### config.mk
export PLATFORM = sky130hd
export DESIGN_NAME = mem_cmd_issuer
export DESIGN_NICKNAME = d
export VERILOG_FILES = /design/src/rtl/mem_cmd_issuer.sv
export SDC_FILE = /design/constraint.sdc
export NUM_CORES = 1
export LEC_CHECK = 0
export BUFFER_PORTS_ARGS = -buffer_cell sky130_fd_sc_hd__buf_2
export CORE_MARGIN = 5
export CORE_UTILIZATION = 51
export CTS_CLUSTER_SIZE = 20
export DETAILED_ROUTE_END_ITERATION = 8
export PLACE_DENSITY = 0.85
export REMOVE_ABC_BUFFERS = 1
export SLEW_MARGIN = 5
export SYNTH_ARGS = -nofsm -noshare
export SYNTH_HDL_FRONTEND = slang
export SYNTH_SLANG_ARGS = --single-unit
### constraint.sdc
create_clock -name clock -period 1.9 [get_ports clock]
set_input_delay 0.38 -clock clock [delete_from_list [all_inputs] [get_ports clock]]
set_output_delay 0.38 -clock clock [all_outputs]
set_load 0.01 [all_outputs]
### src/rtl/mem_cmd_issuer.sv
// Host-side command initiator for the image memory controller: validates packed
// instructions, runs the enable/done handshake, tracks image scale. Optional watchdog: CMD_TIMEOUT_EN.
module mem_cmd_issuer #(
    parameter int TIMEOUT_CYCLES = 1048575
) (
    input  logic        clock,
    input  logic        reset,
    input  logic [27:0] instr_in,
    input  logic        instr_valid,
    output logic        instr_ready,
    input  logic        mc_done,
    input  logic [7:0]  mc_color_rd,
    output logic        mc_enable,
    output logic [2:0]  mc_operation,
    output logic [16:0] mc_addr_base,
    output logic [7:0]  mc_color_wr,
    output logic [2:0]  mc_zoom,
    output logic [7:0]  read_data,
    output logic        read_valid,
    output logic        busy,
    output logic [1:0]  err_code,
    output logic [1:0]  scale_level
);
    typedef enum logic [2:0] {
        S_IDLE, S_CHECK, S_ISSUE, S_WAIT_ACK, S_WAIT_DONE, S_COMPLETE, S_ERROR
    } state_t;

    localparam logic [2:0] OP_RD = 3'b001, OP_WR = 3'b010, OP_NHI = 3'b011, OP_NH = 3'b101;

    state_t      r_state, w_next;
    logic [2:0]  r_op;
    logic [16:0] r_addr;
    logic [7:0]  r_color;
    logic        r_zsel;
    logic [7:0]  r_read_data;
    logic        r_read_valid;
    logic [1:0]  r_err;
    logic [1:0]  r_scale;
    logic [2:0]  r_mc_op;
    logic [16:0] r_mc_addr;
    logic [7:0]  r_mc_color;
    logic [2:0]  r_mc_zoom;

    logic        w_accept;
    logic        w_illegal;
    logic        w_zoom_err;
    logic [1:0]  w_chk_err;
    logic        w_tmo;
    logic        w_waiting;

    assign instr_ready  = (r_state == S_IDLE) && !reset;
    assign w_accept     = instr_valid && instr_ready;
    assign busy         = (r_state != S_IDLE);
    assign mc_enable    = (r_state == S_ISSUE) || (r_state == S_WAIT_ACK);
    assign mc_operation = r_mc_op;
    assign mc_addr_base = r_mc_addr;
    assign mc_color_wr  = r_mc_color;
    assign mc_zoom      = r_mc_zoom;
    assign read_data    = r_read_data;
    assign read_valid   = r_read_valid;
    assign err_code     = r_err;
    assign scale_level  = r_scale;
    assign w_waiting    = (r_state == S_WAIT_ACK) || (r_state == S_WAIT_DONE);

    assign w_illegal  = !((r_op == OP_RD) || (r_op == OP_WR) || (r_op == OP_NHI) || (r_op == OP_NH));
    assign w_zoom_err = ((r_op == OP_NHI) && (r_scale == 2'd3)) ||
                        ((r_op == OP_NH) &&  r_zsel && (r_scale == 2'd0)) ||
                        ((r_op == OP_NH) && !r_zsel && (r_scale < 2'd2));
    assign w_chk_err  = w_illegal ? 2'b01 : (w_zoom_err ? 2'b10 : 2'b00);

`ifdef CMD_TIMEOUT_EN
    localparam logic [19:0] TMO_LAST = 20'(TIMEOUT_CYCLES - 1);
    logic [19:0] r_tmo;

    // Counts wait-state cycles since ISSUE; the last allowed cycle forces ERROR.
    always_ff @(posedge clock) begin
        if (reset)                     r_tmo <= '0;
        else if (r_state == S_ISSUE)   r_tmo <= '0;
        else if (w_waiting)            r_tmo <= r_tmo + 20'd1;
    end
    assign w_tmo = w_waiting && (r_tmo == TMO_LAST);
`else
    // Without the watchdog the limit is unused and the wait is unbounded.
    assign w_tmo = (TIMEOUT_CYCLES < 0);
`endif

    always_comb begin
        w_next = r_state;
        case (r_state)
            S_IDLE:      if (w_accept) w_next = S_CHECK;
            S_CHECK:     if (w_chk_err != 2'b00) w_next = S_ERROR;
                         else if (mc_done)       w_next = S_ISSUE;
            S_ISSUE:     w_next = S_WAIT_ACK;
            S_WAIT_ACK:  if (w_tmo)         w_next = S_ERROR;
                         else if (!mc_done) w_next = S_WAIT_DONE;
            S_WAIT_DONE: if (w_tmo)        w_next = S_ERROR;
                         else if (mc_done) w_next = S_COMPLETE;
            S_COMPLETE:  w_next = S_IDLE;
            S_ERROR:     w_next = S_IDLE;
            default:     w_next = S_IDLE;
        endcase
    end

    always_ff @(posedge clock) begin
        if (reset) begin
            r_state      <= S_IDLE;
            r_op         <= '0;
            r_addr       <= '0;
            r_color      <= '0;
            r_zsel       <= 1'b0;
            r_read_data  <= '0;
            r_read_valid <= 1'b0;
            r_err        <= 2'b00;
            r_scale      <= 2'd2;
            r_mc_op      <= '0;
            r_mc_addr    <= '0;
            r_mc_color   <= '0;
            r_mc_zoom    <= '0;
        end else begin
            r_state      <= w_next;
            r_read_valid <= 1'b0;
            if (w_accept) begin
                r_op    <= instr_in[2:0];
                r_addr  <= instr_in[19:3];
                r_color <= instr_in[27:20];
                r_zsel  <= instr_in[20];
                r_err   <= 2'b00;
            end
            if (r_state == S_CHECK && w_next == S_ERROR)
                r_err <= w_chk_err;
            if (w_waiting && w_next == S_ERROR)
                r_err <= 2'b11;
            // Controller-facing fields are captured once and held through the handshake.
            if (r_state == S_CHECK && w_next == S_ISSUE) begin
                r_mc_op    <= r_op;
                r_mc_addr  <= r_addr;
                r_mc_color <= r_color;
                r_mc_zoom  <= (r_op == OP_NH) ? (r_zsel ? 3'b100 : 3'b010) : 3'b000;
            end
            if (r_state == S_COMPLETE) begin
                case (r_op)
                    OP_RD: begin
                        r_read_data  <= mc_color_rd;
                        r_read_valid <= 1'b1;
                    end
                    OP_NHI:  r_scale <= r_scale + 2'd1;
                    OP_NH:   r_scale <= r_zsel ? (r_scale - 2'd1) : (r_scale - 2'd2);
                    default: ;
                endcase
            end
        end
    end
endmodule
After elaboration in Yosys (flattened, before gate mapping)

Index checks and enable logic that the tools add are counted.

Bits in registers: 76
Input port bits: 40
Output and inout port bits: 47
Word-level logic and storage cells: 74

Add/sub/neg operators: 3
Order comparisons: 1
Equal/unequal tests: 12
Multiplexer cells: 16
Bitwise gates (word level): 1
Reduce and logical (&&, ||, !) cells: 28

Operators by type and width:

| cell                | number |
|---|---|
| $mux 3              | 7 |
| $eq 3x2->1 const B  | 5 |
| $pmux 3 s5          | 1 |
| $eq 3x3->1 const B  | 4 |
| $mux 2              | 6 |
| $logic_and 1x1->1   | 10 |
| $logic_or 1x1->1    | 7 |
| $eq 3x1->1 const B  | 2 |
| $reduce_bool 3->1   | 2 |
| $pmux 2 s2          | 1 |
| $reduce_and 2->1    | 2 |
| $reduce_bool 2->1   | 2 |
| $logic_not 3->1     | 1 |
| $add 2x1->2 const B | 1 |
| $eq 2x2->1 const B  | 1 |
| $logic_not 1->1     | 2 |
| $logic_not 2->1     | 1 |
| $lt 2x2->1 const B  | 1 |
| $reduce_or 2->1     | 1 |
| $sub 2x1->2 const B | 1 |
| $sub 2x2->2 const B | 1 |
| $mux 1              | 1 |
| $not 1->1           | 1 |

Longest topological paths before layout

Gate-level depths: netlist of the first run.

Depth in word-level cells: 14
Gate-level depth with buffers: 8
Depth with buffers taken out: 6

Worst setup path after synthesis of the first run

Ideal clock, no wire load.

Kind: reg2reg
Start: register r_scale[1], in the netlist scale_level[1]
End: register r_mc_op[1], in the netlist mc_operation[1]
Library setup time: 71 ps
Data arrival time: 1,717 ps
Data required time: 1,829 ps
Slack: 112 ps
Stages on the path, launching flop included: 9
Path buffers: 2
Cells stage by stage: dfxtp_1 inv_1 ha_1 a21oi_1 o211a_1 buf_2 buf_1 nand3_1 a21oi_1

Longest elaborated chain between the ends: 11
Elaborated cells between the ends (all ways): 15
Those cells by class: order compare (1); eq/ne (2); mux (4); reduce/logical (8)

RTL lines:

| element                                              | RTL line | text |
|---|---|---|
| start: declaration                                   | 38       | `logic [1:0] r_scale;` |
| start signal: assignment                             | 146      | `OP_NHI: r_scale <= r_scale + 2'd1;` |
| start signal: assignment                             | 147      | `OP_NH: r_scale <= r_zsel ? (r_scale - 2'd1) : (r_scale - 2'd2);` |
| $eq 2x2->1 / $logic_not 2->1 (equally long branches) | 66, 67   |  |
| $logic_and 1x1->1 (on tied branches)                 | 66, 67   |  |
| $logic_or 1x1->1                                     | 66       | `assign w_zoom_err = ((r_op == OP_NHI) && (r_scale == 2'd3)) \|\|` |
| $logic_or 1x1->1 *                                   | 67       | `((r_op == OP_NH) && r_zsel && (r_scale == 2'd0)) \|\|` |
| $mux 2 * (2 in a row)                                | 69       | `assign w_chk_err = w_illegal ? 2'b01 : (w_zoom_err ? 2'b10 : 2'b00);` |
| $reduce_bool 2->1 *                                  | 91       | `S_CHECK: if (w_chk_err != 2'b00) w_next = S_ERROR;` |
| $mux 3 *                                             | 91       |  |
| $pmux 3 s5 *                                         | 89       | `case (r_state)` |
| $eq 3x2->1 *                                         | 134      | `if (r_state == S_CHECK && w_next == S_ISSUE) begin` |
| $logic_and 1x1->1 *                                  | 134      |  |
| end signal: assignment                               | 135      | `r_mc_op <= r_op;` |
| end: declaration                                     | 39       | `logic [2:0] r_mc_op;` |

Mark *: on every way between the ends. The rest lies on a longest branch, timed or not.
A chain may end at the register's enable or synchronous reset.

Final worst setup path of the first run

Start: register r_scale[1], in the netlist scale_level[1]
End: register r_mc_zoom[2], in the netlist mc_zoom[2]

Longest elaborated chain between the ends: 11
Elaborated cells between the ends (all ways): 15
Those cells by class: order compare (1); eq/ne (2); mux (4); reduce/logical (8)

RTL lines:

| element                                              | RTL line | text |
|---|---|---|
| $eq 2x2->1 / $logic_not 2->1 (equally long branches) | 66, 67   |  |
| $logic_and 1x1->1 (on tied branches)                 | 66, 67   |  |
| $logic_or 1x1->1                                     | 66       |  |
| $logic_or 1x1->1 *                                   | 67       |  |
| $mux 2 * (2 in a row)                                | 69       |  |
| $reduce_bool 2->1 *                                  | 91       |  |
| $mux 3 *                                             | 91       |  |
| $pmux 3 s5 *                                         | 89       |  |
| $eq 3x2->1 *                                         | 134      |  |
| $logic_and 1x1->1 *                                  | 134      |  |
| end signal: assignment                               | 138      | `r_mc_zoom <= (r_op == OP_NH) ? (r_zsel ? 3'b100 : 3'b010) : 3'b000;` |
| end: declaration                                     | 42       | `logic [2:0] r_mc_zoom;` |

Marks and branches as above.

==> flow_summary.toml, run 1 <==
[floorplan]
die_area_um2 = 7560
row_count = 28
core_um2 = 5850
dieWidth_um = 87.0
die_y_um = 87.0
start_util_pct = 51.6
io_pins = 87

[power_and_ir_drop]
leakagePower_uw = 0.00159
power_density_nw_per_um2 = 920
ir_drop_mv = 0.502

[worst_setup_path]
reg2reg_depth = 7
worst-path-max-fanout = 30
end_kind = "flop"
cp-start-kind = "flop"
arrival_ns = 1.99
cp_data_required_time_ns = 2.11
path_class = "reg -> reg"

[sta]
min_period_ns = 1.78
period_share_pct = 93.7
hold_viol = 0
rsz0062_at_grt = "false"
clock_skew_ns = 0.00826
maxSlewViolCount = 0
setup_violations = 0
fin_tns_setup_ns = 0
fmax_ghz = 0.562

[synth]
synth_common_cells = "dfxtp_1 (74), nand2_1 (63), o21ai_0 (53), a21oi_1 (34), nand3_1 (28)"
synth_compound_area_share_pct = 21.3
yosys_warnings = 0
yosys_register_bits = 74
synth-xor-area-share_pct = 0.290
synthCells = 366
synth_top_area_cell = "dfxtp_1"
synth_ff_type = "dfxtp_1"
yosysMostFrequentCell = "dfxtp_1"
ys_seq_area_share_pct = 49.0
synth_top_area_share_pct = 49.0
synth.area.mux_share_pct = 3.36
yosysUniqueCellTypes = 46
synth_edf_count = 0
synth_top_family_by_area = "compound AO/OA/AOI/OAI gates"
synth_simple_gate_area_share_pct = 19.3
synthArstFlopShare_pct = 0
synthAdderAreaFrac_pct = 0.829
syn_area_um2 = 3020
avgSynthCellArea_um2 = 8.25
ys_top_cells_by_area = "dfxtp_1 (49%), o21ai_0 (8.8%), nand2_1 (7.8%), a21oi_1 (5.6%), nand3_1 (4.6%)"

[drt]
drtIter0Drc = 292
postRouteWirelength_mm = 7.50
vias_per_cell = 5.44
firstDrtPassIters = 4
post_drt_wl_per_cell_um = 14.2
drc = 0
routed-via-count = 2859
ant_nets = 0

[cts]
insertion_delay_ns = 0.34
cts_buffers = 9
root_buffer = "clkbuf_8"
post_cts_buffers = 0
cts_buffer_depth = 2
cts_sinks = 74
htreeDepth = 3
clkTransAtPathRegs_ns = 0.07
cts_tree = "yes"

[placement]
dp.cells = 510
placed_area_um2 = 3530
io_buffer_count = 85
dp_hpwl_mm = 5.18
globalplace.congestion = 0.880

[cells_and_area]
fillers = 502
syn2layout_area_growth_pct = 23.9
layout-drive-gt1-share_pct = 27.9
final_cells = 526
nets = 488
regArea_um2 = 1480
num_antenna_cells = 0
multi_input_area_um2 = 1370
fin_area_um2 = 3740

[hold_path]
holdPathStages = 3
worstHoldPathType = "in -> reg"

[global_routing]
grt_pass1_wl_mm = 12.3
gr-usage-all-layers_pct = 20.5
grt_pass1_vias = 2698
grt-ovfl-total = 0
grt_max_degree = 57
antenna_found_initial = 0

[run_status]
outcome = "completed"

[flow_run]
maxCapViolCount = 0
[power breakdown]
part / internal (uW) / switching, uW
clock: 644 / 549
combinational: 208 / 297
sequential: 1660 / 81.3
total: 2510 / 927
[path summary, 6_finish.rpt]
check	endpoint	slack, ns	from
min	r_addr[12]	0.23	instr_in[15]
max reg2reg	mc_zoom[2]	0.12	scale_level[1]
min reg2reg	r_addr[2]	0.46	r_addr[2]
max	mc_zoom[2]	0.12	scale_level[1]
[critical path, stage by stage, from the launching register on]
cell and delay, ns:
dfxtp_1 0.43, inv_1 0.08, ha_1 0.19, a21oi_1 0.25, o211ai_1 0.14, buf_4 0.24
o211ai_1 0.21, o31ai_1 0.10
[flip-flops by register name (all words and copies together), names as in the netlist, 3 cells and up]
name / cells
r_op: 3
r_state: 3
r_addr: 17
r_color: 8
mc_color_wr: 8
read_data: 8
mc_operation: 3
mc_addr_base: 17
[metrics by stage]
step / total power [uW] / hold slack, ns / setup slack [ns] / util [%]
after floorplan: 2040 / 0.436 / -0.333 / -
after global placement: 2250 / 0.445 / 0.227 / 60.4
after detailed placement: 2270 / 0.453 / 0.163 / 60.4
after CTS: 3450 / 0.218 / 0.0532 / 63.8
after global routing: 3610 / 0.232 / 0.00400 / 63.9
final: 3440 / 0.229 / 0.120 / 63.9
[cell families after synthesis]
kind of cell             after synthesis
adder cells (fa/ha/maj)                2
buffers and inverters                 41
flip-flops                            74
XOR/XNOR                               1
other                                  1
AND/OR/NAND/NOR                      124
multiplexers                          10
AO/OA/AOI/OAI                        113
[what timing repair did]
action | 4_1_cts | 5_1_grt
resized for setup | 0 | 3
setup endpoints to repair | 0 | 3
hold buffers | 0 | 0
[layer usage]
metal | vias to the layer above | track usage, % | wire (um)
met5 | - | 0 | 0
met4 | 0 | 7.93 | 113
met3 | 12 | 5.77 | 690
met2 | 113 | 34.9 | 3650
met1 | 1304 | 24.4 | 3040
li1 | 1430 | - | -
[cells in the final DEF, fill, tap and decap left out, types with 2 or more instances in the layout]
cell,netlist,layout
buf_2,12,85
dfxtp_1,74,74
nand2_1,63,63
o21ai_0,53,52
a21oi_1,34,34
nand3_1,28,28
buf_4,2,15
nor2_1,12,12
clkbuf_8,0,10
mux2i_1,9,9
inv_1,8,8
o21ai_1,7,8
o211ai_1,3,3
o31ai_1,3,3
nand3b_1,2,2
nand4b_1,2,2
nor4_1,3,2
or4b_2,2,2
nor3_1,2,2
o41ai_1,2,2
ha_1,2,2
clkbuf_1,17,2
[layout make-up]
| cell class | instances | area share (%) |
|---|---|---|
| flip-flops and latches | 74 | 39.6 |
| multi-input cells | 251 | 36.6 |
| repair buffers | 102 | 15.2 |
| clock buffers | 12 | 3.88 |
| well taps | 75 | 2.51 |
| clock inverters | 4 | 1.37 |
| inverters | 8 | 0.803 |
Power figures use the tool's default switching activity.
==> inputs of run 2 (changes only) <==
--- a/config.mk
+++ b/config.mk
@@ -11,7 +11,6 @@
 export CTS_CLUSTER_SIZE = 20
 export DETAILED_ROUTE_END_ITERATION = 8
 export PLACE_DENSITY = 0.85
-export REMOVE_ABC_BUFFERS = 1
 export SLEW_MARGIN = 5
 export SYNTH_ARGS = -nofsm -noshare
 export SYNTH_HDL_FRONTEND = slang
==> flow_summary.toml, run 2 (synthesis results as in run 1) <==
[cells_and_area]
mostFrequentLayoutCells = "buf_2 (85), dfxtp_1 (74), nand2_1 (63)"
syn2layout_area_growth_pct = 25.6
final_common_cell = "buf_2"
num_antenna_cells = 0
nets = 490
layout-drive-gt1-share_pct = 28.9

[drt]
drtIter0Drc = 143
post_drt_wl_per_cell_um = 14.3
ant_nets = 0
postRouteWirelength_mm = 7.55
routed-via-count = 2882
firstDrtPassIters = 5
vias_per_cell = 5.46
drc = 0

[sta]
fmax_ghz = 0.565
setup_violations = 0
period_share_pct = 93.1
fin_tns_setup_ns = 0
clock_skew_ns = 0.00783
maxSlewViolCount = 0
rsz0062_at_grt = "false"
hold_viol = 0
min_period_ns = 1.77

[worst_setup_path]
rr_endpoint = "r_state[1]"
cp_data_required_time_ns = 2.15
ff2ff_setup_slack_ns = 0.13
cp-start-kind = "flop"
regToRegStartpoint = "scale_level[1]"
end_kind = "flop"
reg2reg_depth = 4
slowest_delay_ns = 0.58
crit_path_top_delay_cell = "or4b_4"
path_class = "reg -> reg"
arrival_ns = 2.02
critical-path-top-delay-family = "compound AO/OA/AOI/OAI gates"
worst-path-max-fanout = 7
crit_buf_inv = 0
worstPathCellList = "or4b_4 > a21oi_4 > o21ai_1 > a2111oi_2"
cp.depth = 4

[cts]
post_cts_resize_count = 0
root_buffer = "clkbuf_8"
cts_sinks = 74
post_cts_buffers = 0
insertion_delay_ns = 0.34
htreeDepth = 3
cts_tree = "yes"
clkTransAtPathRegs_ns = 0.08
cts_buffers = 9
hold_buffers = 0
cts_buffer_depth = 2

[placement]
dp_hpwl_mm = 5.31
globalplace.congestion = 0.860
io_buffer_count = 85

[global_routing]
grt_pass1_vias = 2616
antenna_found_initial = 0
gr-usage-all-layers_pct = 19.9
grt-ovfl-total = 0
grt_max_degree = 57
grt_pass1_wl_mm = 12.0

[power_and_ir_drop]
p_int_uw = 2650
switching_share_pct = 26.5
total_power_uw = 3600
power.switching_uw = 954
power_density_nw_per_um2 = 949
ir_drop_mv = 0.586
p_comb_share_pct = 14.3
leakagePower_uw = 0.00161
pwr-share-clk_pct = 37.6
seqPwrFrac_pct = 48.2

[run_status]
outcome = "completed"

[hold_path]
hold_path.startpoint = "instr_in[7]"
holdPathStages = 3
hold_end = "r_addr[4]"
worstHoldPathType = "in -> reg"

[floorplan]
core_um2 = 5850
die_y_um = 87.0
row_count = 28
start_util_pct = 51.6
io_pins = 87
die_area_um2 = 7560
dieWidth_um = 87.0

[synth]
synth_fp_nets = 408

[flow_run]
maxCapViolCount = 0
-- run 2: how the worst max path moves through the flow --
stage,endpoint,startpoint
2_1_floorplan,mc_operation[1],scale_level[1]
3_3_place_gp,mc_addr_base[3],scale_level[1]
3_5_place_dp,mc_color_wr[4],scale_level[1]
4_1_cts,mc_color_wr[3],scale_level[1]
5_1_grt,mc_zoom[1],scale_level[1]
6_report,r_state[1],scale_level[1]
-- run 2: metrics by stage --
stage / area (um2) / utilization, % / hold slack (ns) / setup slack (ns) / instances
finish: 3790 / 64.9 / 0.224 / 0.130 / 528
global route: 3790 / 64.9 / 0.217 / 0.00908 / 528
CTS: 3780 / 64.5 / 0.214 / 0.0665 / 528
detailed placement: 3550 / 60.7 / 0.453 / 0.0918 / 512
global placement: 3550 / 60.7 / 0.445 / 0.164 / 512
floorplan: 3020 / - / 0.436 / 0.112 / 366
-- run 2: layout make-up --
type	count	area, um2
clock buffer	10	138
clock inverter	6	88.8
fill	475	2060
inverter	8	30.0
multi-input combinational	251	1380
sequential	74	1480
tap	75	93.8
timing repair buffer	104	588
-- run 2: layer usage --
layer,wire length [um],GRT usage (%)
met5,0,0
met4,96,8.07
met3,562,5.01
met2,3800,33.5
met1,3090,24.3
-- run 2: power groups by stage --
stage / combinational, uW / sequential (uW) / clock, uW
after CTS: 508 / 1730 / 1380
after global routing: 570 / 1750 / 1460
final: 514 / 1730 / 1350
after global placement: 491 / 1760 / 0
after detailed placement: 506 / 1770 / 0
after floorplan: 338 / 1750 / 0
-- run 2: tightest hold or removal path, delay by kind of cell --
| kind | cells | cell delay [ns] |
|---|---|---|
| buffers and inverters | 1 | 0.07 |
| AOI/OAI and AO/OA | 1 | 0.05 |
| and+or+nand+nor | 1 | 0.03 |
==> inputs of run 3 (changes only) <==
--- a/config.mk
+++ b/config.mk
@@ -5,12 +5,14 @@
 export SDC_FILE = /design/constraint.sdc
 export NUM_CORES = 1
 export LEC_CHECK = 0
+export ABC_AREA = 1
 export BUFFER_PORTS_ARGS = -buffer_cell sky130_fd_sc_hd__buf_2
 export CORE_MARGIN = 5
-export CORE_UTILIZATION = 51
+export CORE_UTILIZATION = 56
 export CTS_CLUSTER_SIZE = 20
 export DETAILED_ROUTE_END_ITERATION = 8
-export PLACE_DENSITY = 0.85
+export PLACE_DENSITY = 0.9
+export SKIP_LAST_GASP = 1
 export SLEW_MARGIN = 5
 export SYNTH_ARGS = -nofsm -noshare
 export SYNTH_HDL_FRONTEND = slang
==> constraint.sdc (replaced) <==
create_clock -name clock -period 2.25 [get_ports clock]
set_input_delay 0.45 -clock clock [delete_from_list [all_inputs] [get_ports clock]]
set_output_delay 0.45 -clock clock [all_outputs]
set_load 0.01 [all_outputs]
==> flow_summary.toml, run 3 <==
[power_and_ir_drop]
switching_share_pct = 35.4
power_density_nw_per_um2 = 1140
p_comb_share_pct = 33.5
ir_drop_mv = 0.550
pwr-share-clk_pct = 27.5
p_int_uw = 2900
seqPwrFrac_pct = 39.0
power.switching_uw = 1590
leakagePower_uw = 0.00195

[hold_path]
holdPathStages = 3
hold_end = "read_data[1]"
worstHoldPathType = "in -> reg"
hold_path.startpoint = "mc_color_rd[1]"

[floorplan]
row_count = 27
start_util_pct = 58.1
dieWidth_um = 86.1
core_um2 = 5570
die_y_um = 86.1
io_pins = 87
die_area_um2 = 7410

[cells_and_area]
final_common_cell = "inv_1"
num_antenna_cells = 0
fin_area_um2 = 3920
syn2layout_area_growth_pct = 21.0
layout-drive-gt1-share_pct = 22.7
nets = 576
mostFrequentLayoutCells = "inv_1 (93), buf_2 (85), dfxtp_1 (74)"

[synth]
synth_top_area_cell = "dfxtp_1"
yosys_register_bits = 74
synthCells = 457
yosysUniqueCellTypes = 27
synth_ff_type = "dfxtp_1"
synth_edf_count = 0
synth_fp_nets = 499
yosys_warnings = 0
synth_common_cells = "inv_1 (94), dfxtp_1 (74), nand2_1 (73), nor2_1 (54), o21ai_0 (38)"
yosysMostFrequentCell = "inv_1"
synthArstFlopShare_pct = 0
ys_seq_area_share_pct = 45.7
synth_top_area_share_pct = 45.7
syn_area_um2 = 3240
avgSynthCellArea_um2 = 7.09
ys_top_cells_by_area = "dfxtp_1 (46%), inv_1 (11%), nand2_1 (8.5%), nand4_1 (6.4%), nor2_1 (6.3%)"

[placement]
io_buffer_count = 85
dp_hpwl_mm = 5.34
globalplace.congestion = 0.801
placed_area_um2 = 3680

[worst_setup_path]
rr_endpoint = "err_code[0]"
arrival_ns = 2.10
end_kind = "flop"
cp-start-kind = "flop"
cp_data_required_time_ns = 2.52
ff2ff_setup_slack_ns = 0.41
worst-path-max-fanout = 20
reg2reg_depth = 9
regToRegStartpoint = "r_op[2]"
path_class = "reg -> reg"

[sta]
maxSlewViolCount = 0
rsz0062_at_grt = "false"
fmax_ghz = 0.545
hold_viol = 0
min_period_ns = 1.84
setup_violations = 0
period_share_pct = 81.6
fin_tns_setup_ns = 0
clock_skew_ns = 0.0105

[global_routing]
grt-ovfl-total = 0
grt_pass1_wl_mm = 13.1
gr-usage-all-layers_pct = 22.2
grt_max_degree = 53
grt_pass1_vias = 3021
antenna_found_initial = 0

[run_status]
outcome = "completed"

[drt]
vias_per_cell = 4.98
routed-via-count = 3038
post_drt_wl_per_cell_um = 12.7
drtIter0Drc = 207
postRouteWirelength_mm = 7.75
ant_nets = 0
drc = 0
firstDrtPassIters = 4

[cts]
hold_buffers = 0
insertion_delay_ns = 0.35
root_buffer = "clkbuf_8"
cts_buffer_depth = 2
clkTransAtPathRegs_ns = 0.07
cts_sinks = 74
htreeDepth = 3
post_cts_resize_count = 0
cts_buffers = 9
post_cts_buffers = 0
cts_tree = "yes"

[flow_run]
maxCapViolCount = 0
run 3: critical path: stages, from the launching register on:
cell and delay (ns):
dfxtp_1 0.46, inv_2 0.11, nor2_2 0.19, nand3_2 0.09, nand4_1 0.13, nand2_4 0.17, buf_4 0.26, inv_1 0.10
nand2_1 0.06, a21oi_1 0.18
run 3: worst max path at each step:
stage                   start               end  slack, ns  cells past startpoint
2_1_floorplan           reset        r_addr[16]       0.70                      6
3_3_place_gp   scale_level[0]    mc_color_wr[7]       0.51                      9
3_5_place_dp          r_op[2]   mc_operation[1]       0.44                      8
4_1_cts               r_op[2]       err_code[0]       0.41                      9
5_1_grt        scale_level[0]  mc_addr_base[15]       0.25                      9
6_report              r_op[2]       err_code[0]       0.41                      9
run 3: metal layers:
| layer | GRT usage (%) | share of wire, % |
|---|---|---|
| met1 | 26.8 | 41 |
| met4 | 8.06 | 1.4 |
| met5 | 0 | 0 |
| met3 | 6.05 | 8.2 |
| met2 | 37.8 | 49 |
run 3: layout make-up:
| cell class | instances | area [um2] |
|---|---|---|
| timing repair buffer | 93 | 498 |
| sequential | 74 | 1480 |
| clock buffer | 10 | 138 |
| tap | 72 | 90.1 |
| multi-input combinational | 257 | 1240 |
| clock inverter | 5 | 103 |
| inverter | 99 | 372 |
| fill | 456 | 1650 |
run 3: kinds of logic (layout without fill, tap and decap cells):
logic type | after synthesis | count (layout) | synth area share (%)
fa+ha+maj | 2 | 2 | 0.772
flops | 74 | 74 | 45.7
simple gates | 175 | 175 | 24.7
compound gates | 79 | 79 | 12.4
buf+inv | 126 | 207 | 16.3
other cells | 1 | 1 | 0.116
run 3: stage by stage:
step	setup slack [ns]	hold WS, ns	power [uW]	cells	util, %
finish	0.414	0.325	4490	610	70.3
global route	0.246	0.330	4820	610	70.3
CTS	0.413	0.315	4500	610	70.3
detailed placement	0.443	0.445	3270	595	66.0
global placement	0.510	0.437	3200	595	66.0
floorplan	0.705	0.430	2860	457	-
run 3: power by group through the flow:
stage	Combinational, uW	Sequential, uW	Clock, uW
final	1500	1750	1230
after global routing	1720	1780	1310
after CTS	1510	1750	1250
after detailed placement	1490	1770	0
after global placement	1440	1760	0
after floorplan	1040	1820	0
